### config.mk
export PLATFORM = sky130hd
export DESIGN_NAME = id_ex_stage
export DESIGN_NICKNAME = d
export VERILOG_FILES = /design/src/rtl/id_ex_stage.sv
export SDC_FILE = /design/constraint.sdc
export NUM_CORES = 1
export LEC_CHECK = 0
export CAP_MARGIN = 20
export CORE_AREA = 2 2 183 185
export CTS_BUF_LIST = sky130_fd_sc_hd__clkbuf_8 sky130_fd_sc_hd__clkbuf_16
export CTS_CLUSTER_SIZE = 20
export DETAILED_ROUTE_END_ITERATION = 6
export DIE_AREA = 0 0 185 187
export GPL_ROUTABILITY_DRIVEN = 0
export HOLD_SLACK_MARGIN = 0.02
export PLACE_DENSITY_LB_ADDON = 0.12
export SLEW_MARGIN = 5
export SYNTH_ARGS = -nofsm -noshare
export SYNTH_HDL_FRONTEND = slang
export SYNTH_SLANG_ARGS = --single-unit
### constraint.sdc
create_clock -name clk -period 8.07 [get_ports clk]
set_input_delay 1.614 -clock clk [delete_from_list [all_inputs] [get_ports clk]]
set_output_delay 1.614 -clock clk [all_outputs]
set_load 0.1 [all_outputs]
### src/rtl/id_ex_stage.sv
// ID/EX pipeline register with operand forwarding and load-use hazard detection.
// Forwarding and hazard logic are built only when FORWARDING_EN is defined.
module id_ex_stage #(
  parameter int XLEN = 32
) (
  input  logic            clk,
  input  logic            rst,
  input  logic [XLEN-1:0] rd1_d,
  input  logic [XLEN-1:0] rd2_d,
  input  logic [XLEN-1:0] imm_d,
  input  logic [XLEN-1:0] pc_d,
  input  logic [XLEN-1:0] pcplus4_d,
  input  logic [4:0]      rs1_d,
  input  logic [4:0]      rs2_d,
  input  logic [4:0]      rd_d,
  input  logic [2:0]      alucontrol_d,
  input  logic            alusrc_d,
  input  logic [5:0]      ctrl_d,
  input  logic            stall_e,
  input  logic            flush_e,
  input  logic [XLEN-1:0] aluresult_m,
  input  logic [XLEN-1:0] result_w,
  input  logic [4:0]      rd_m,
  input  logic [4:0]      rd_w,
  input  logic            regwrite_m,
  input  logic            regwrite_w,
  output logic [XLEN-1:0] srca_e,
  output logic [XLEN-1:0] srcb_e,
  output logic [2:0]      alucontrol_e,
  output logic [5:0]      ctrl_e,
  output logic [4:0]      rd_e,
  output logic [XLEN-1:0] writedata_e,
  output logic [XLEN-1:0] pc_e,
  output logic [XLEN-1:0] pcplus4_e,
  output logic [XLEN-1:0] pctarget_e,
  output logic [1:0]      fwd_a,
  output logic [1:0]      fwd_b,
  output logic            loaduse_stall
);

  logic [XLEN-1:0] rd1_e, rd2_e, imm_e;
  logic [4:0]      rs1_e, rs2_e;
  logic            alusrc_e;

  // Flush wins over stall so a stalled slot can still be turned into a bubble.
  always_ff @(posedge clk or posedge rst) begin
    if (rst) begin
      rd1_e        <= '0;
      rd2_e        <= '0;
      imm_e        <= '0;
      pc_e         <= '0;
      pcplus4_e    <= '0;
      rs1_e        <= '0;
      rs2_e        <= '0;
      rd_e         <= '0;
      alucontrol_e <= '0;
      alusrc_e     <= 1'b0;
      ctrl_e       <= '0;
    end else if (flush_e) begin
      rd1_e        <= '0;
      rd2_e        <= '0;
      imm_e        <= '0;
      pc_e         <= '0;
      pcplus4_e    <= '0;
      rs1_e        <= '0;
      rs2_e        <= '0;
      rd_e         <= '0;
      alucontrol_e <= '0;
      alusrc_e     <= 1'b0;
      ctrl_e       <= '0;
    end else if (!stall_e) begin
      rd1_e        <= rd1_d;
      rd2_e        <= rd2_d;
      imm_e        <= imm_d;
      pc_e         <= pc_d;
      pcplus4_e    <= pcplus4_d;
      rs1_e        <= rs1_d;
      rs2_e        <= rs2_d;
      rd_e         <= rd_d;
      alucontrol_e <= alucontrol_d;
      alusrc_e     <= alusrc_d;
      ctrl_e       <= ctrl_d;
    end
  end

  assign pctarget_e = pc_e + imm_e;
  assign srcb_e     = alusrc_e ? imm_e : writedata_e;

`ifdef FORWARDING_EN
  // MEM is checked first so the younger result wins on a double match.
  always_comb begin
    fwd_a = 2'b00;
    if (regwrite_m && (rd_m != 5'd0) && (rd_m == rs1_e))
      fwd_a = 2'b10;
    else if (regwrite_w && (rd_w != 5'd0) && (rd_w == rs1_e))
      fwd_a = 2'b01;
  end

  always_comb begin
    fwd_b = 2'b00;
    if (regwrite_m && (rd_m != 5'd0) && (rd_m == rs2_e))
      fwd_b = 2'b10;
    else if (regwrite_w && (rd_w != 5'd0) && (rd_w == rs2_e))
      fwd_b = 2'b01;
  end

  always_comb begin
    case (fwd_a)
      2'b10:   srca_e = aluresult_m;
      2'b01:   srca_e = result_w;
      default: srca_e = rd1_e;
    endcase
  end

  always_comb begin
    case (fwd_b)
      2'b10:   writedata_e = aluresult_m;
      2'b01:   writedata_e = result_w;
      default: writedata_e = rd2_e;
    endcase
  end

  // resultsrc == 01 marks a load whose data is not ready until after MEM.
  assign loaduse_stall = (ctrl_e[3:2] == 2'b01) && (rd_e != 5'd0) &&
                         ((rd_e == rs1_d) || (rd_e == rs2_d));
`else
  logic unused_fwd;

  assign fwd_a         = 2'b00;
  assign fwd_b         = 2'b00;
  assign srca_e        = rd1_e;
  assign writedata_e   = rd2_e;
  assign loaduse_stall = 1'b0;
  assign unused_fwd    = ^{aluresult_m, result_w, rd_m, rd_w, regwrite_m,
                           regwrite_w, rs1_e, rs2_e};
`endif

endmodule

==> results of run 1 <==
-- logic make-up after synthesis --
logic type / count (synthesis) / synth area share
other: 1 / 0.0004136
xor gates and xnor gates: 30 / 0.02898
and+or+nand+nor: 240 / 0.1079
AOI/OAI and AO/OA: 89 / 0.07190
muxes: 207 / 0.2330
buffers and inverters: 65 / 0.02981
DFF: 175 / 0.4830
adders and majority gates: 32 / 0.04499
-- routing by layer --
layer,GRT usage,vias to the layer above,routed length (um)
met1,0.2176,3564,12950
met2,0.2712,263,13540
met5,0,-,0
li1,-,3619,-
met4,0.05311,0,447
met3,0.06951,22,2787
-- registers in the layout, summed over array words and instances, names as in the netlist --
name          cells
pc_e             32
alucontrol_e      3
imm_e            32
ctrl_e            6
writedata_e      32
srca_e           32
rd_e              5
pcplus4_e        32
alusrc_e          1
-- synthesized netlist by cell type (8+ instances only) --
cell type	number	area, um2
nand4_1	8	50.05
ha_1	31	387.9
o21ai_0	13	65.06
a21oi_1	26	130.1
buf_1	11	41.29
inv_1	8	30.03
a21o_1	12	90.09
xnor2_1	18	157.7
nor2_1	194	728.2
xor2_1	12	105.1
clkbuf_1	40	150.1
mux2_2	32	360.4
dfrtp_1	175	4379
mux2i_1	175	1752
nand2_1	16	60.06
-- cell usage in the layout, fill, tap and decap left out, types with 3 or more instances in the layout --
cell	count
o21bai_1	3
buf_4	4
o21ai_0	13
nor3_1	4
a21oi_1	26
nand3_1	5
nand4_1	8
clkdlybuf4s50_1	382
and3_1	5
a31oi_1	3
clkbuf_16	17
conb_1	5
inv_8	3
clkinvlp_4	7
nor2_1	194
inv_1	8
nand2_1	16
o21a_1	3
ha_1	31
mux2i_1	175
dfrtp_1	174
a21o_1	12
mux2_2	32
xor2_1	12
xnor2_1	18
-- power breakdown --
part	switching (mW)	internal [mW]
registers	0.0428	0.926
logic	0.761	0.294
clock network	0.399	0.429
total	1.20	1.65
-- critical path: cells and delay by family, from the launching register on --
| kind | cells | cell delay, ps |
|---|---|---|
| xor gates and xnor gates | 1 | 140 |
| adders and majority gates | 2 | 670 |
| buffers and inverters | 1 | 1170 |
| DFF | 1 | 400 |
| AOI/OAI and AO/OA | 6 | 1490 |
-- final timing paths --
check                                          startpoint                   endpoint  slack (ps)  cells past startpoint
worst max-delay path                  pc_e[0]$_DFFE_PP0P_             pctarget_e[18]        2130                     10
worst min-delay path            pcplus4_e[19]$_DFFE_PP0P_  pcplus4_e[19]$_DFFE_PP0P_         520                      2
worst max register to register       alusrc_e$_DFFE_PP0P_       alusrc_e$_DFFE_PP0P_        6700                      2
worst min register to register  pcplus4_e[19]$_DFFE_PP0P_  pcplus4_e[19]$_DFFE_PP0P_         520                      2
min in group asynchronous                             rst        rd_e[2]$_DFFE_PP0P_        1700                      2
max in group asynchronous                             rst       pc_e[23]$_DFFE_PP0P_        4910                      3
-- area by class of cell --
| cell class | instances | area (um2) | area share |
|---|---|---|---|
| timing repair buffer | 388 | 3880 | 0.2800 |
| multi-input combinational | 603 | 4432 | 0.3198 |
| tap | 448 | 560.5 | 0.04046 |
| sequential | 175 | 4380 | 0.3161 |
| clock inverter | 15 | 140.1 | 0.01011 |
| inverter | 8 | 37.54 | 0.002709 |
| clock buffer | 17 | 425.4 | 0.03070 |
==> impl_metrics.csv, run 1 <==
group,metric,value,unit
outcome,outcome,"finished clean",
synth,synth_edf_count,0,
worst_setup_path,path_cells,"ha_1, fa_1, a21o_1, a221oi_4, o211ai_4, a31o_1, a31oi_1, o21ai_0, xor2_1, clkdlybuf4s50_1",
routing,dr.first_iter.drc_count,302,
clock_tree,clk_pin_slew,70,ps
floorplanning,rows,67,
global_routing,grt_pass1_wl,45870,um
synth,synth.avg_cell_area,10.81,um2
global_routing,track_usage,0.1729,
sta,worst_pin_slew,1074,ps
pwr,powerDensity,205.8,nW/um2
clock_tree,clk_latency,450,ps
pwr,total_power,2.852,mW
floorplanning,start_util,0.2759,
cells_and_area,layout-drive-gt1-share,0.06633,
global_routing,grt_antenna_before_repair,0,
placement,place_ws,2611,ps
clock_tree,cts-htree-levels,4,
pwr,ir_worst_vdd,145.0,uV
sta,period_needed,5938,ps
routing,routedWlPerCell,17.97,um
worst_setup_path,start_kind,"register",
synth,synth_warnings,0,
job,maxCapViolCount,0,
cells_and_area,final_nets,1490,
floorplanning,io_pins,476,
sta,hold_viol,0,
cells_and_area,syn2layout_area_growth,52.83,%
synth,synth_cell_types,54,
floorplanning,die_w,185,um
clock_tree,cts_root_buf,"clkbuf_16",
synth,ys_seq_elements,175,
sta,timing.hold.ws,521.7,ps
clock_tree,cts_made_buffers,17,
floorplanning,die_y,187,um
synth,seq_area_frac_synth,0.4830,
sta,setup_ws,2132,ps
floorplanning,core-area,32860,um2
routing,first_pass_iters,4,
routing,drcViolationCount,0,
clock_tree,numClockSinks,175,
sta,fin_crit_sh,0.7358,
clock_tree,post_cts_buffers,0,
sta,slew_headroom,0.2818,
clock_tree,clockBufferDepth,2,
synth,synthArstFlopShare,1.000,
cells_and_area,fin_area,13860,um2
placement,placed_cell_area,13290,um2
routing,viasPerCell,4.515,
worst_setup_path,cp-end-kind,"output pin",
routing,num_vias,7468,
cells_and_area,final_cells,1654,
cells_and_area,n_antenna_cell,0,
global_routing,gr-total-overflow,0,
min_path,hp-class,"reg2reg",
worst_setup_path,criticalPathCategory,"reg2out",
pwr,p_leak,6.407,nW
sta,rsz0062_at_grt,"no",
placement,dp_cells,1622,
cells_and_area,fillers,3230,
clock_tree,cts_resized,0,
sta,finClkSkew,0,ps
floorplanning,die_area,34600,um2
global_routing,grt_pass1_vias,7628,
placement,place.detailed.hpwl,21260,um
worst_setup_path,cp_max_fo,4,
worst_setup_path,crit_arrival,4320,ps
global_routing,grt_max_degree,109,
synth,ys.flop_type,"dfrtp_1",
synth,syn_area,9066,um2
synth,netlist_instances,839,
sta,setup-tns-final,0,ps
routing,wirelength,29730,um
worst_setup_path,crit_required,6460,ps
sta,setup_viol,0,
cells_and_area,final_util,0.4216,
worst_setup_path,slowest_delay,1170,ps
sta,final-max-slew-violation-count,0,
placement,port_buffers,384,
routing,ant_nets,0,
clock_tree,tritoncts,"yes",
worst_setup_path,slowest_stage,"clkdlybuf4s50_1",
sta,fmax,168.4,MHz
clock_tree,cts_hold_buf,0,
Power figures use the tool's default switching activity.
==> run 2: changes to the inputs <==
- clock period: 8.07 -> 5.5 ns (I/O delays scaled with it)
==> run 2 against run 1 <==
  * Core utilization barely moved
  * Clock power increased by 46%
  * Design area hardly changed
  * Cell count increased by 0.30%
  * Critical endpoint is now pctarget_e[13]
  * Via count is 0.64% lower
  * Largest power group unchanged
  * Highest routed layer is now met5
==> impl_metrics.csv, run 2 (synthesized netlist as in run 1, its figures left out) <==
group,metric,value,unit
clock_tree,clk_latency,440,ps
global_routing,grt_pass1_vias,7776,
clock_tree,cts-htree-levels,4,
sta,rsz0062_at_grt,"no",
placement,place.detailed.hpwl,22040,um
cells_and_area,final_cell_mix,"clkdlybuf4s50_1 (360), nor2_1 (194), mux2i_1 (175), dfrtp_1 (174), mux2_2 (32)",
global_routing,grt_antenna_before_repair,3,
floorplanning,rows,67,
pwr,power.switching,1.750,mW
floorplanning,core-area,32860,um2
clock_tree,cts_hold_buf,0,
clock_tree,cts_resized,0,
clock_tree,cts_root_buf,"clkbuf_16",
worst_setup_path,start_kind,"register",
clock_tree,numClockSinks,175,
worst_setup_path,cp-end-kind,"output pin",
floorplanning,die_area,34600,um2
sta,period_needed,4617,ps
cells_and_area,final_nets,1493,
pwr,power_frac_comb,0.369,
worst_setup_path,crit_arrival,3520,ps
clock_tree,cts_made_buffers,17,
pwr,total_power,4.179,mW
floorplanning,io_pins,476,
cells_and_area,multiInputGateArea,4432,um2
worst_setup_path,slowest_delay,1180,ps
worst_setup_path,crit_required,4400,ps
clock_tree,tritoncts,"yes",
min_path,hp-class,"reg2reg",
cells_and_area,layout-drive-gt1-share,0.08602,
outcome,outcome,"finished clean",
sta,fin_crit_sh,0.8395,
routing,first_pass_iters,4,
routing,num_vias,7420,
global_routing,track_usage,0.1739,
routing,routedWlPerCell,18.02,um
pwr,ir_worst_vdd,198.1,uV
clock_tree,clk_pin_slew,70,ps
global_routing,grt_pass1_wl,46080,um
routing,drcViolationCount,0,
routing,wirelength,29900,um
routing,dr.first_iter.drc_count,405,
pwr,p_int,2.429,mW
sta,setup-tns-final,0,ps
pwr,power_switching_share,0.4187,
placement,port_buffers,384,
job,maxCapViolCount,0,
worst_setup_path,path_cells,"ha_1, a21oi_1, o21ai_0, o32ai_1, a21oi_1, xor2_1, clkdlybuf4s50_1",
pwr,p_leak,6.480,nW
cells_and_area,fillers,3286,
sta,hold_viol,0,
routing,viasPerCell,4.473,
clock_tree,post_cts_buffers,0,
clock_tree,clockBufferDepth,2,
worst_setup_path,criticalPathCategory,"reg2out",
worst_setup_path,reg2reg_depth,2,
cells_and_area,final_common_cell,"clkdlybuf4s50_1",
cells_and_area,seqCellArea,4380,um2
routing,ant_nets,0,
worst_setup_path,slowest_stage,"clkdlybuf4s50_1",
min_path,whs_path_depth,2,
sta,slew_headroom,0.2427,
sta,worst_pin_slew,1132,ps
cells_and_area,syn2layout_area_growth,52.70,%
sta,setup_viol,0,
sta,fmax,216.6,MHz
floorplanning,die_w,185,um
pwr,powerDensity,301.8,nW/um2
worst_setup_path,cp_max_fo,7,
sta,finClkSkew,0,ps
pwr,power_frac_seq,0.340,
floorplanning,die_y,187,um
floorplanning,start_util,0.2759,
global_routing,grt_max_degree,97,
sta,final-max-slew-violation-count,0,
pwr,clkPwrFrac,0.291,
global_routing,gr-total-overflow,0,
worst_setup_path,cp_common_cell,"a21oi_1",
-- run 2: critical path: cells and delay by family (launching register included) --
kind,cells,cell delay [ps]
adders and majority gates,1,430
buffers and inverters,1,1180
DFF,1,420
xor gates and xnor gates,1,190
AOI/OAI and AO/OA,4,860
-- run 2: routing by layer --
metal | part of all wire | track usage
met1 | 0.42 | 0.2110
met2 | 0.47 | 0.2800
met3 | 0.10 | 0.08372
met4 | 0.0065 | 0.03541
met5 | 0.00037 | 0
-- run 2: power by group through the flow --
stage | combinational (mW) | clock (mW) | sequential [mW]
after floorplan | 0.695 | 0 | 1.86
after global placement | 1.55 | 0 | 1.45
after detailed placement | 1.55 | 0 | 1.45
after CTS | 1.56 | 1.27 | 1.42
after global routing | 1.61 | 1.32 | 1.43
final | 1.54 | 1.21 | 1.42
-- run 2: final timing paths --
check | start | slack, ps | endpoint
max in group asynchronous | rst | 3260 | writedata_e[16]$_DFFE_PP0P_
min | alucontrol_e[2]$_DFFE_PP0P_ | 530 | alucontrol_e[2]$_DFFE_PP0P_
min reg2reg | alucontrol_e[2]$_DFFE_PP0P_ | 530 | alucontrol_e[2]$_DFFE_PP0P_
min in group asynchronous | rst | 1080 | srca_e[25]$_DFFE_PP0P_
max | imm_e[10]$_DFFE_PP0P_ | 880 | pctarget_e[13]
max reg2reg | alusrc_e$_DFFE_PP0P_ | 4140 | alusrc_e$_DFFE_PP0P_
-- run 2: cell type report --
class,instances,share of cell area
Inverter,8,0.002440
Timing Repair Buffer,391,0.2788
Sequential cell,175,0.3164
Tap cell,448,0.04049
Antenna cell,2,0.0003615
Multi-Input combinational cell,603,0.3201
Clock inverter,14,0.009670
Clock buffer,18,0.03172
-- run 2: stage by stage --
stage | hold WS, ps | std cells | utilization | worst slack, ps | area, um2
global placement | 501.1 | 1625 | 0.4037 | 1360 | 13270
global route | 545.7 | 1658 | 0.4212 | 737.4 | 13840
CTS | 530.5 | 1657 | 0.4211 | 855.9 | 13840
detailed placement | 512.4 | 1625 | 0.4037 | 1348 | 13270
floorplan | 510.3 | 843 | - | 167.2 | 9085
finish | 525.3 | 1659 | 0.4213 | 882.7 | 13840
==> run 3: changes to the inputs <==
- clock period: 5.5 -> 4.3 ns (I/O delays scaled with it)
==> run 3 against run 2 <==
  * First-iteration DRC count is 25% higher
  * Register-to-register slack worse by 1100 ps
  * Total power grew 32%
  * Core utilization grew 1.8 points
  * Sequential cell count unchanged
  * Critical endpoint is now pctarget_e[30]
  * Largest power group unchanged
==> impl_metrics.csv, run 3 (synthesized netlist as in run 1, its figures left out) <==
group,metric,value,unit
floorplanning,die_w,185,um
pwr,power.switching,2.300,mW
placement,place.detailed.hpwl,24200,um
placement,placed_cell_area,13720,um2
sta,fmax,237.9,MHz
routing,ant_nets,0,
pwr,p_leak,6.801,nW
clock_tree,clk_pin_slew,70,ps
sta,finClkSkew,0,ps
global_routing,grt_pass1_wl,48780,um
cells_and_area,layout-drive-gt1-share,0.1590,
pwr,total_power,5.526,mW
placement,port_buffers,384,
routing,viasPerCell,4.600,
worst_setup_path,crit_required,3440,ps
min_path,hp-class,"reg2reg",
sta,slew_headroom,0.2721,
global_routing,gr-total-overflow,0,
clock_tree,cts_made_buffers,17,
floorplanning,start_util,0.2759,
pwr,power_switching_share,0.4161,
clock_tree,cts-htree-levels,4,
global_routing,busiest_layer,"met2",
pwr,ir_worst_vdd,276.4,uV
pwr,clkPwrFrac,0.292,
worst_setup_path,slowest_delay,430,ps
pwr,powerDensity,382.6,nW/um2
sta,timing.hold.ws,520.8,ps
global_routing,grt_use_met3,0.06951,
clock_tree,numClockSinks,175,
pwr,p_int,3.226,mW
placement,place_ws,236.6,ps
cells_and_area,fin_area,14440,um2
global_routing,grt_antenna_before_repair,2,
routing,dr.first_iter.drc_count,508,
cells_and_area,final_cell_mix,"clkdlybuf4s50_1 (319), nor2_1 (193), mux2i_1 (175), dfrtp_1 (173), buf_4 (57)",
routing,routedWlPerCell,19.53,um
sta,worst_pin_slew,1088,ps
sta,period_needed,4204,ps
cells_and_area,final_util,0.4395,
pwr,power_frac_seq,0.330,
routing,drcViolationCount,0,
sta,setup_viol,0,
global_routing,track_usage,0.1882,
sta,setup-tns-final,0,ps
floorplanning,rows,67,
global_routing,grt_max_degree,125,
routing,wirelength,32620,um
sta,final-max-slew-violation-count,0,
cells_and_area,final_nets,1504,
job,maxCapViolCount,0,
global_routing,grt_use_met1,0.2323,
floorplanning,die_y,187,um
clock_tree,clockBufferDepth,2,
floorplanning,io_pins,476,
routing,first_pass_iters,5,
cells_and_area,final_common_cell,"clkdlybuf4s50_1",
clock_tree,clk_latency,450,ps
worst_setup_path,cp_max_fo,4,
worst_setup_path,crit_arrival,3340,ps
outcome,outcome,"finished clean",
cells_and_area,fillers,3187,
sta,hold_viol,0,
worst_setup_path,path_cells,"ha_2, fa_2, a21o_1, a221oi_4, o211ai_4, a311oi_4, nor2_4, a211oi_4, xnor2_2, buf_12",
pwr,power_frac_comb,0.377,
floorplanning,die_area,34600,um2
floorplanning,core-area,32860,um2
worst_setup_path,criticalPathCategory,"reg2out",
cells_and_area,syn2layout_area_growth,59.30,%
clock_tree,tritoncts,"yes",
cells_and_area,final_cells,1670,
worst_setup_path,slowest_stage,"a311oi_4",
sta,setup_ws,95.67,ps
global_routing,grtUsageMet2,0.3117,
clock_tree,cts_root_buf,"clkbuf_16",
sta,fin_crit_sh,0.9778,
worst_setup_path,start_kind,"register",
routing,num_vias,7682,
placement,dp_cells,1630,
worst_setup_path,cp-end-kind,"output pin",
global_routing,grt_pass1_vias,7856,
run 3: cell count changes in the layout (fill, tap and decap cells not counted), moves of 5 or more:
cell,delta
xor2_4,+5
xnor2_2,+11
buf_4,+29
xnor2_1,-12
xor2_1,-9
buf_12,+23
clkdlybuf4s50_1,-41
run 3: critical path, delay by kind of cell (launching register included):
kind	cells	cell delay [ps]
AOI/OAI and AO/OA	5	1400
xor gates and xnor gates	1	170
adders and majority gates	2	620
buffers and inverters	1	200
DFF	1	410
and+or+nand+nor	1	80
run 3: power by group through the flow:
stage	Sequential, mW	Clock, mW	Combinational (mW)
2_1_floorplan	2.38	0	0.925
3_3_place_gp	1.86	0	2.09
3_5_place_dp	1.86	0	2.09
4_1_cts	1.83	1.68	2.10
5_1_grt	1.84	1.73	2.17
6_report	1.83	1.61	2.09
run 3: layer usage:
| metal | vias up | share of wire |
|---|---|---|
| met5 | - | 0.00040 |
| met4 | 2 | 0.014 |
| met3 | 29 | 0.077 |
| met2 | 280 | 0.48 |
| met1 | 3719 | 0.43 |
| li1 | 3652 | - |
run 3: layout make-up:
class / instances / area, um2 / area share
repair buffers: 402 / 4128 / 0.2858
well taps: 448 / 560.5 / 0.03881
flip-flops and latches: 175 / 4382 / 0.3034
clock inverters: 15 / 160.2 / 0.01109
multi-input cells: 603 / 4748 / 0.3288
inverters: 8 / 33.78 / 0.002339
diodes: 2 / 5.005 / 0.0003465
clock buffers: 17 / 425.4 / 0.02946
run 3: repair_timing:
item | 4_1_cts | 5_1_grt
hold buffers | 0 | 0
gates resized for setup | 8 | 12
endpoints found under the setup margin | 7 | 9
pin swaps | 4 | 8
endpoints found under the hold margin | 0 | 0
gates cloned | 0 | 0
buffers inserted | 2 | 4
run 3: final timing paths:
path                                         from                   endpoint  slack [ps]  cells past startpoint
min in group asynchronous                     rst  pcplus4_e[28]$_DFFE_PP0P_         780                      2
max reg2reg                  alusrc_e$_DFFE_PP0P_       alusrc_e$_DFFE_PP0P_        2990                      2
min reg2reg                srca_e[27]$_DFFE_PP0P_     srca_e[27]$_DFFE_PP0P_         520                      2
max                           pc_e[0]$_DFFE_PP0P_             pctarget_e[30]         100                     10
max in group asynchronous                     rst       pc_e[23]$_DFFE_PP0P_        2800                      3
min                        srca_e[27]$_DFFE_PP0P_     srca_e[27]$_DFFE_PP0P_         520                      2
